### src/rtl/collider_pkg.sv
// collider_pkg: shared types and constants for the collider arbiter.
//   collider_arb_state_t : arbiter FSM states (IDLE, WAIT, RESP)
//   SCREEN_X_MAX/Y_MAX   : full-screen movement limits
//   collider_bounds_t    : the four movement bounds returned by the collider
//   SCREEN_BOUNDS        : full-screen bounds reported before any query completes
`timescale 1ns/1ps
package collider_pkg;

  typedef enum logic [1:0] {
    IDLE = 2'd0,
    WAIT = 2'd1,
    RESP = 2'd2
  } collider_arb_state_t;

  localparam logic [31:0] SCREEN_X_MAX = 32'd639;
  localparam logic [31:0] SCREEN_Y_MAX = 32'd479;

  // Bounds are signed in the game's coordinate space but are never operated
  // on here, so they travel as raw 32-bit words.
  typedef struct packed {
    logic [31:0] x_min;
    logic [31:0] x_max;
    logic [31:0] y_min;
    logic [31:0] y_max;
  } collider_bounds_t;

  localparam collider_bounds_t SCREEN_BOUNDS = '{
    x_min: 32'd0,
    x_max: SCREEN_X_MAX,
    y_min: 32'd0,
    y_max: SCREEN_Y_MAX
  };

endpackage

### src/rtl/collider_arbiter_rr_picker.sv
// rr_picker: combinational round-robin pick.
//   req         in  NUM_PLAYERS  pending requests
//   last_grant  in  ID_W         most recently serviced player
//   grant       out ID_W         first set req bit after last_grant (wrapping)
//   grant_valid out 1            any request pending
`timescale 1ns/1ps
module rr_picker #(
  parameter int  NUM_PLAYERS = 2,
  localparam int ID_W        = (NUM_PLAYERS > 1) ? $clog2(NUM_PLAYERS) : 1
) (
  input  logic [NUM_PLAYERS-1:0] req,
  input  logic [ID_W-1:0]        last_grant,
  output logic [ID_W-1:0]        grant,
  output logic                   grant_valid
);

  logic [ID_W-1:0] idx;

  // Scan from the farthest candidate back to the nearest one so the nearest
  // set bit after last_grant is the final (winning) assignment.
  always_comb begin
    grant = '0;
    idx   = '0;
    for (int i = NUM_PLAYERS; i >= 1; i--) begin
      idx = ID_W'((int'(last_grant) + i) % NUM_PLAYERS);
      if (req[idx]) begin
        grant = idx;
      end
    end
    grant_valid = |req;
  end

endmodule

### src/rtl/collider_arbiter.sv
// collider_arbiter: time-multiplexes one shared combinational collider among
// NUM_PLAYERS requesters with round-robin arbitration.
//   clk, rst                  clock, asynchronous active-high reset
//   req[NUM_PLAYERS]          level request, position held stable until ack
//   pos_x/pos_y[NUM_PLAYERS]  player positions (32-bit signed)
//   flush                     level-load pulse, invalidates the cache
//   col_x_pos/col_y_pos       registered inputs to the shared collider
//   col_{x,y}_{min,max}       collider results
//   ack[NUM_PLAYERS]          one-hot one-cycle pulse, res_* valid with it
//   res_{x,y}_{min,max}       captured bounds
//   res_id                    serviced player index
//   busy                      FSM not in IDLE
// Optional feature: define COLLIDER_CACHE_EN to add a per-player result cache
// (last position + bounds + valid); a hit skips WAIT and acks one cycle after
// the grant.
`timescale 1ns/1ps
module collider_arbiter
  import collider_pkg::*;
#(
  parameter int  NUM_PLAYERS   = 2,
  parameter int  SETTLE_CYCLES = 2,
  localparam int ID_W          = (NUM_PLAYERS > 1) ? $clog2(NUM_PLAYERS) : 1
) (
  input  logic                        clk,
  input  logic                        rst,
  input  logic [NUM_PLAYERS-1:0]      req,
  input  logic [NUM_PLAYERS-1:0][31:0] pos_x,
  input  logic [NUM_PLAYERS-1:0][31:0] pos_y,
  input  logic                        flush,
  output logic [31:0]                 col_x_pos,
  output logic [31:0]                 col_y_pos,
  input  logic [31:0]                 col_x_min,
  input  logic [31:0]                 col_x_max,
  input  logic [31:0]                 col_y_min,
  input  logic [31:0]                 col_y_max,
  output logic [NUM_PLAYERS-1:0]      ack,
  output logic [31:0]                 res_x_min,
  output logic [31:0]                 res_x_max,
  output logic [31:0]                 res_y_min,
  output logic [31:0]                 res_y_max,
  output logic [ID_W-1:0]             res_id,
  output logic                        busy
);

  localparam int              CNT_W    = (SETTLE_CYCLES > 1) ? $clog2(SETTLE_CYCLES) : 1;
  localparam logic [CNT_W-1:0] CNT_LOAD = CNT_W'(SETTLE_CYCLES - 1);

  collider_arb_state_t      state_q, state_d;
  logic [CNT_W-1:0]         cnt_q, cnt_d;
  logic [ID_W-1:0]          last_grant_q, last_grant_d;
  logic [ID_W-1:0]          res_id_q, res_id_d;
  logic [31:0]              col_x_q, col_x_d;
  logic [31:0]              col_y_q, col_y_d;
  collider_bounds_t         res_q, res_d;
  logic [NUM_PLAYERS-1:0]   ack_q, ack_d;

  logic [ID_W-1:0]          grant;
  logic                     grant_valid;
  collider_bounds_t         col_bounds;

  assign col_bounds = '{x_min: col_x_min, x_max: col_x_max,
                        y_min: col_y_min, y_max: col_y_max};

  rr_picker #(
    .NUM_PLAYERS (NUM_PLAYERS)
  ) u_picker (
    .req         (req),
    .last_grant  (last_grant_q),
    .grant       (grant),
    .grant_valid (grant_valid)
  );

`ifdef COLLIDER_CACHE_EN
  logic [NUM_PLAYERS-1:0] cache_valid_q, cache_valid_d;
  logic [31:0]            cache_x_q [NUM_PLAYERS];
  logic [31:0]            cache_x_d [NUM_PLAYERS];
  logic [31:0]            cache_y_q [NUM_PLAYERS];
  logic [31:0]            cache_y_d [NUM_PLAYERS];
  collider_bounds_t       cache_b_q [NUM_PLAYERS];
  collider_bounds_t       cache_b_d [NUM_PLAYERS];
  logic                   hit;

  // A flush in the same cycle as a lookup forces a miss, since the cached
  // bounds belong to the previous level.
  assign hit = grant_valid && cache_valid_q[grant] && !flush &&
               (cache_x_q[grant] == pos_x[grant]) &&
               (cache_y_q[grant] == pos_y[grant]);
`else
  logic unused_flush;
  assign unused_flush = flush;
`endif

  always_comb begin
    state_d      = state_q;
    cnt_d        = cnt_q;
    last_grant_d = last_grant_q;
    res_id_d     = res_id_q;
    col_x_d      = col_x_q;
    col_y_d      = col_y_q;
    res_d        = res_q;
    ack_d        = '0;
`ifdef COLLIDER_CACHE_EN
    cache_valid_d = cache_valid_q;
    cache_x_d     = cache_x_q;
    cache_y_d     = cache_y_q;
    cache_b_d     = cache_b_q;
`endif

    case (state_q)
      IDLE: begin
        if (grant_valid) begin
          col_x_d  = pos_x[grant];
          col_y_d  = pos_y[grant];
          res_id_d = grant;
          cnt_d    = CNT_LOAD;
          state_d  = WAIT;
`ifdef COLLIDER_CACHE_EN
          if (hit) begin
            res_d        = cache_b_q[grant];
            ack_d[grant] = 1'b1;
            state_d      = RESP;
          end
`endif
        end
      end

      WAIT: begin
        if (cnt_q == '0) begin
          res_d           = col_bounds;
          ack_d[res_id_q] = 1'b1;
          state_d         = RESP;
`ifdef COLLIDER_CACHE_EN
          cache_valid_d[res_id_q] = 1'b1;
          cache_x_d[res_id_q]     = col_x_q;
          cache_y_d[res_id_q]     = col_y_q;
          cache_b_d[res_id_q]     = col_bounds;
`endif
        end else begin
          cnt_d = cnt_q - 1'b1;
        end
      end

      RESP: begin
        last_grant_d = res_id_q;
        state_d      = IDLE;
      end

      default: state_d = IDLE;
    endcase

`ifdef COLLIDER_CACHE_EN
    // Flush wins over a same-cycle fill: the fill came from the old level.
    if (flush) begin
      cache_valid_d = '0;
    end
`endif
  end

  always_ff @(posedge clk or posedge rst) begin
    if (rst) begin
      state_q      <= IDLE;
      cnt_q        <= '0;
      last_grant_q <= ID_W'(NUM_PLAYERS - 1);
      res_id_q     <= '0;
      col_x_q      <= '0;
      col_y_q      <= '0;
      res_q        <= SCREEN_BOUNDS;
      ack_q        <= '0;
    end else begin
      state_q      <= state_d;
      cnt_q        <= cnt_d;
      last_grant_q <= last_grant_d;
      res_id_q     <= res_id_d;
      col_x_q      <= col_x_d;
      col_y_q      <= col_y_d;
      res_q        <= res_d;
      ack_q        <= ack_d;
    end
  end

`ifdef COLLIDER_CACHE_EN
  always_ff @(posedge clk or posedge rst) begin
    if (rst) begin
      cache_valid_q <= '0;
      for (int i = 0; i < NUM_PLAYERS; i++) begin
        cache_x_q[i] <= '0;
        cache_y_q[i] <= '0;
        cache_b_q[i] <= SCREEN_BOUNDS;
      end
    end else begin
      cache_valid_q <= cache_valid_d;
      cache_x_q     <= cache_x_d;
      cache_y_q     <= cache_y_d;
      cache_b_q     <= cache_b_d;
    end
  end
`endif

  assign col_x_pos = col_x_q;
  assign col_y_pos = col_y_q;
  assign ack       = ack_q;
  assign res_x_min = res_q.x_min;
  assign res_x_max = res_q.x_max;
  assign res_y_min = res_q.y_min;
  assign res_y_max = res_q.y_max;
  assign res_id    = res_id_q;
  assign busy      = (state_q != IDLE);

endmodule

### config.mk
export PLATFORM = sky130hd
export DESIGN_NAME = collider_arbiter
export DESIGN_NICKNAME = d
export VERILOG_FILES = /design/src/rtl/collider_pkg.sv /design/src/rtl/collider_arbiter_rr_picker.sv /design/src/rtl/collider_arbiter.sv
export SDC_FILE = /design/constraint.sdc
export NUM_CORES = 1
export LEC_CHECK = 0
export ABC_AREA = 0
export CORE_AREA = 2 2 178 180
export DETAILED_ROUTE_END_ITERATION = 10
export DIE_AREA = 0 0 180 182
export PLACE_DENSITY = 0.59
export SETUP_SLACK_MARGIN = 0.05
export SLEW_MARGIN = 20
export SYNTH_ARGS = -nofsm -noshare
export SYNTH_HDL_FRONTEND = slang
export SYNTH_SLANG_ARGS = --single-unit
export TNS_END_PERCENT = 50
### constraint.sdc
create_clock -name clk -period 9.8 [get_ports clk]
set_input_delay 2.94 -clock clk [delete_from_list [all_inputs] [get_ports clk]]
set_output_delay 2.94 -clock clk [all_outputs]
set_load 0.005 [all_outputs]
==> run_results.csv <==
group,metric,value,unit
synthesis,synthCells,499,
sta,fmax,0.200,GHz
final_layout,stdcell_count,1365,
sta,finalCritPeriodShare,51.1,%
final_layout,post-route-util,44.8,%
sta,fin_skew,11.6,ps
final_layout,drive_gt1_share,32.6,%
synthesis,ys_async_sr_fraction,100,%
synthesis,ys_ff_latch,199,
clock_tree,cts_root_buf,"clkbuf_16",
clock_tree,ctsLongestPathBuffers,2,
clock_tree,cts_setup_buffers,0,
synthesis,synth_compound_area_share,0.344,%
synthesis,synthXorXnorAreaFrac,0,%
synthesis,synth_cell_type_count,19,
floorplan,core,31000,um^2
setup_path,max_stage_delay,670,ps
clock_tree,cts_sinks,199,
sta,finalHoldViolations,0,
synthesis,yosys.cell_count.top_type,"mux2_2",
global_routing,grt_pass1_vias,6077,
synthesis,synth_fa_ha_area_share,0,%
power_and_ir_drop,ir_drop,0.143,mV
final_layout,final_area,13900,um^2
setup_path,critPathRequiredTime,10130,ps
setup_path,startpoint_type,"input port",
sta,tightest_slew,957,ps
sta,setup-tns-final,0,ps
setup_path,cp.depth,5,
routing,ant_nets,0,
synthesis,ys.flop_type,"dfrtp_1",
clock_tree,clk_pin_slew,80,ps
setup_path,reg2regPathDepth,5,
sta,rsz0062_at_grt,"no",
global_routing,grt.total_usage,14.7,%
final_layout,diodes,0,
clock_tree,cts_made_buffers,17,
routing,viasPerCell,4.27,
synthesis,yosysTopAreaCell,"dfrtp_1",
synthesis,syn_nets,760,
synthesis,ys_seq_area_share,59.8,%
synthesis,syn_area,8360,um^2
synthesis,synth_common_cells,"208 x mux2_2, 182 x dfrtp_1, 49 x mux2_4",
sta,whs,506,ps
sta,setup_viol,0,
routing,drt_iter0_drc,154,
sta,maxSlewViolCount,0,
setup_path,path_max_fanout,40,
synthesis,yosys_warnings,0,
floorplan,die_h,182,um
global_routing,grt_pass1_wl,36.9,mm
clock_tree,cts_tree,"yes",
place,io_buffer_count,455,
power_and_ir_drop,powerDensity,301,nW/um^2
place,placed_cells,1333,
global_routing,grt_max_degree,130,
synthesis,synth_area_per_cell,16.7,um^2
clock_tree,hold_buffers,0,
floorplan,die_area,32800,um^2
setup_path,crit_path_end_kind,"register",
setup_path,worst_ep_arrival_time,5330,ps
clock_tree,ctsHtreeMaxLevel,4,
floorplan,rows,65,
routing,dr.pass1.iters,4,
floorplan,boundaryPins,457,
synthesis,netlist.area_leader.share,54.5,%
min_path,hold_path_class,"reg2reg",
floorplan,die_w,180,um
final_layout,synthToLayoutAreaGrowth,66.1,%
synthesis,synth_top_family_by_area,"multiplexers",
setup_path,critPathTopFamily,"buffers and inverters",
job,drv_cap,0,
final_layout,fin_nets,1211,
synthesis,synth_area_leaders,"dfrtp_1 54%, mux2_2 28%, mux2_4 8.8%",
sta,slew_headroom,36.2,%
power_and_ir_drop,p_leak,5.66,nW
final_layout,fillers,2870,
place,place_congestion,0.726,
setup_path,crit_buf_inv,2,
setup_path,crit_path_top_delay_cell,"buf_4",
routing,wl_per_cell,17.7,um
synthesis,muxShareOfSynthArea,36.8,%
floorplan,start_util,27.0,%
clock_tree,cts_resized,0,
routing,wirelength,24.2,mm
min_path,whs_path_depth,1,
synthesis,yosys.area_share.simple,0.464,%
clock_tree,clock_latency,450,ps
setup_path,path_cells,"clkdlybuf4s50_1 > a21bo_4 > buf_4 > mux2_2 > mux2_2",
routing,dr_total_vias,5824,
sta,fin_crit,5000,ps
setup_path,crit_top_cell,"mux2_2",
global_routing,antenna_found_initial,0,
synthesis,synth-edff-count,0,
place,placed_area,13300,um^2
routing,drc_errors,0,
setup_path,setup.worst_path.class,"in2reg",
global_routing,grt_overflow_total,0,
place,dpl.hpwl,18.1,mm
status,status,"finished clean",
## where the power goes
part / switching [mW] / total [mW] / internal (mW)
Clock: 0.340 / 0.725 / 0.384
Combinational: 0.628 / 1.97 / 1.34
Sequential: 0.207 / 1.48 / 1.28
Total: 1.17 / 4.18 / 3.00
## kinds of logic (layout without fill, tap and decap cells)
logic type      count (synthesis)  count (layout)
flops                         199             199
compound gates                  4               4
mux                           257             257
simple gates                    8               8
buf+inv                        31             495
## worst reg2reg max path, stage by stage, from the launching register on
cell and delay (ps):
dfrtp_1 380, nand2b_1 220, nor2_4 410, buf_4 560, buf_4 850, mux2_2 460
## registers in the layout (all words and copies together), names as in the netlist
signal,count
res_x_max,32
col_y_pos,32
col_x_pos,32
res_y_max,32
ack,2
res_x_min,32
last_grant_q,1
state_q,2
res_y_min,32
res_id,1
cnt_q,1
## stage by stage
stage	power (mW)	setup slack [ps]
final	4.18	4800
after global routing	4.43	4700
after CTS	4.26	4770
after detailed placement	3.51	4270
after global placement	3.48	4300
after floorplan	2.37	1460
## layout make-up
type | count | area, um^2 | area share, %
flip-flops and latches | 199 | 5000 | 36.0
repair buffers | 460 | 4590 | 33.1
multi-input cells | 269 | 3170 | 22.8
well taps | 402 | 503 | 3.62
clock buffers | 18 | 429 | 3.09
clock inverters | 14 | 165 | 1.19
inverters | 3 | 18.8 | 0.135
## path summary, 6_finish.rpt
kind	from	endpoint	slack, ps
worst max-delay path	req[0]	col_x_pos[27]$_DFFE_PP0P_	4800
worst min-delay path	col_x_pos[29]$_DFFE_PP0P_	col_x_pos[29]$_DFFE_PP0P_	510
worst max register to register	state_q[1]$_DFFE_PP0P_	res_y_max[10]$_DFFE_PP0P_	6800
worst min register to register	col_x_pos[29]$_DFFE_PP0P_	col_x_pos[29]$_DFFE_PP0P_	510
max in group asynchronous	rst	res_y_max[28]$_DFFE_PP0P_	5240
min in group asynchronous	rst	res_y_min[13]$_DFFE_PP0P_	3040
## metal layers
| metal | GRT usage, % | up-vias | wire length, um |
|---|---|---|---|
| li1 | - | 2670 | - |
| met1 | 17.2 | 2885 | 9770 |
| met2 | 25.1 | 246 | 12200 |
| met3 | 4.87 | 23 | 1740 |
| met4 | 5.40 | 0 | 441 |
| met5 | 0 | - | 0 |
## cells in the final DEF (no fill, tap or decap)
cell             count
clkdlybuf4s50_1    455
mux2_2             208
dfrtp_1            182
mux2_4              49
clkbuf_16           17
dfstp_2             17
buf_4                5
inv_8                4
clkinvlp_4           3
inv_6                3
inv_1                2
nand2_1              2
bufinv_16            2
clkinv_4             2
nand2b_1             1
nor2_4               1
a21bo_4              1
nor2_1               1
o21ai_4              1
nor3_1               1
and2_1               1
o2bb2ai_1            1
nor2b_1              1
o21ai_0              1
clkbuf_1             1
clkinv_2             1
No activity file was read; power rests on OpenSTA's default activity.
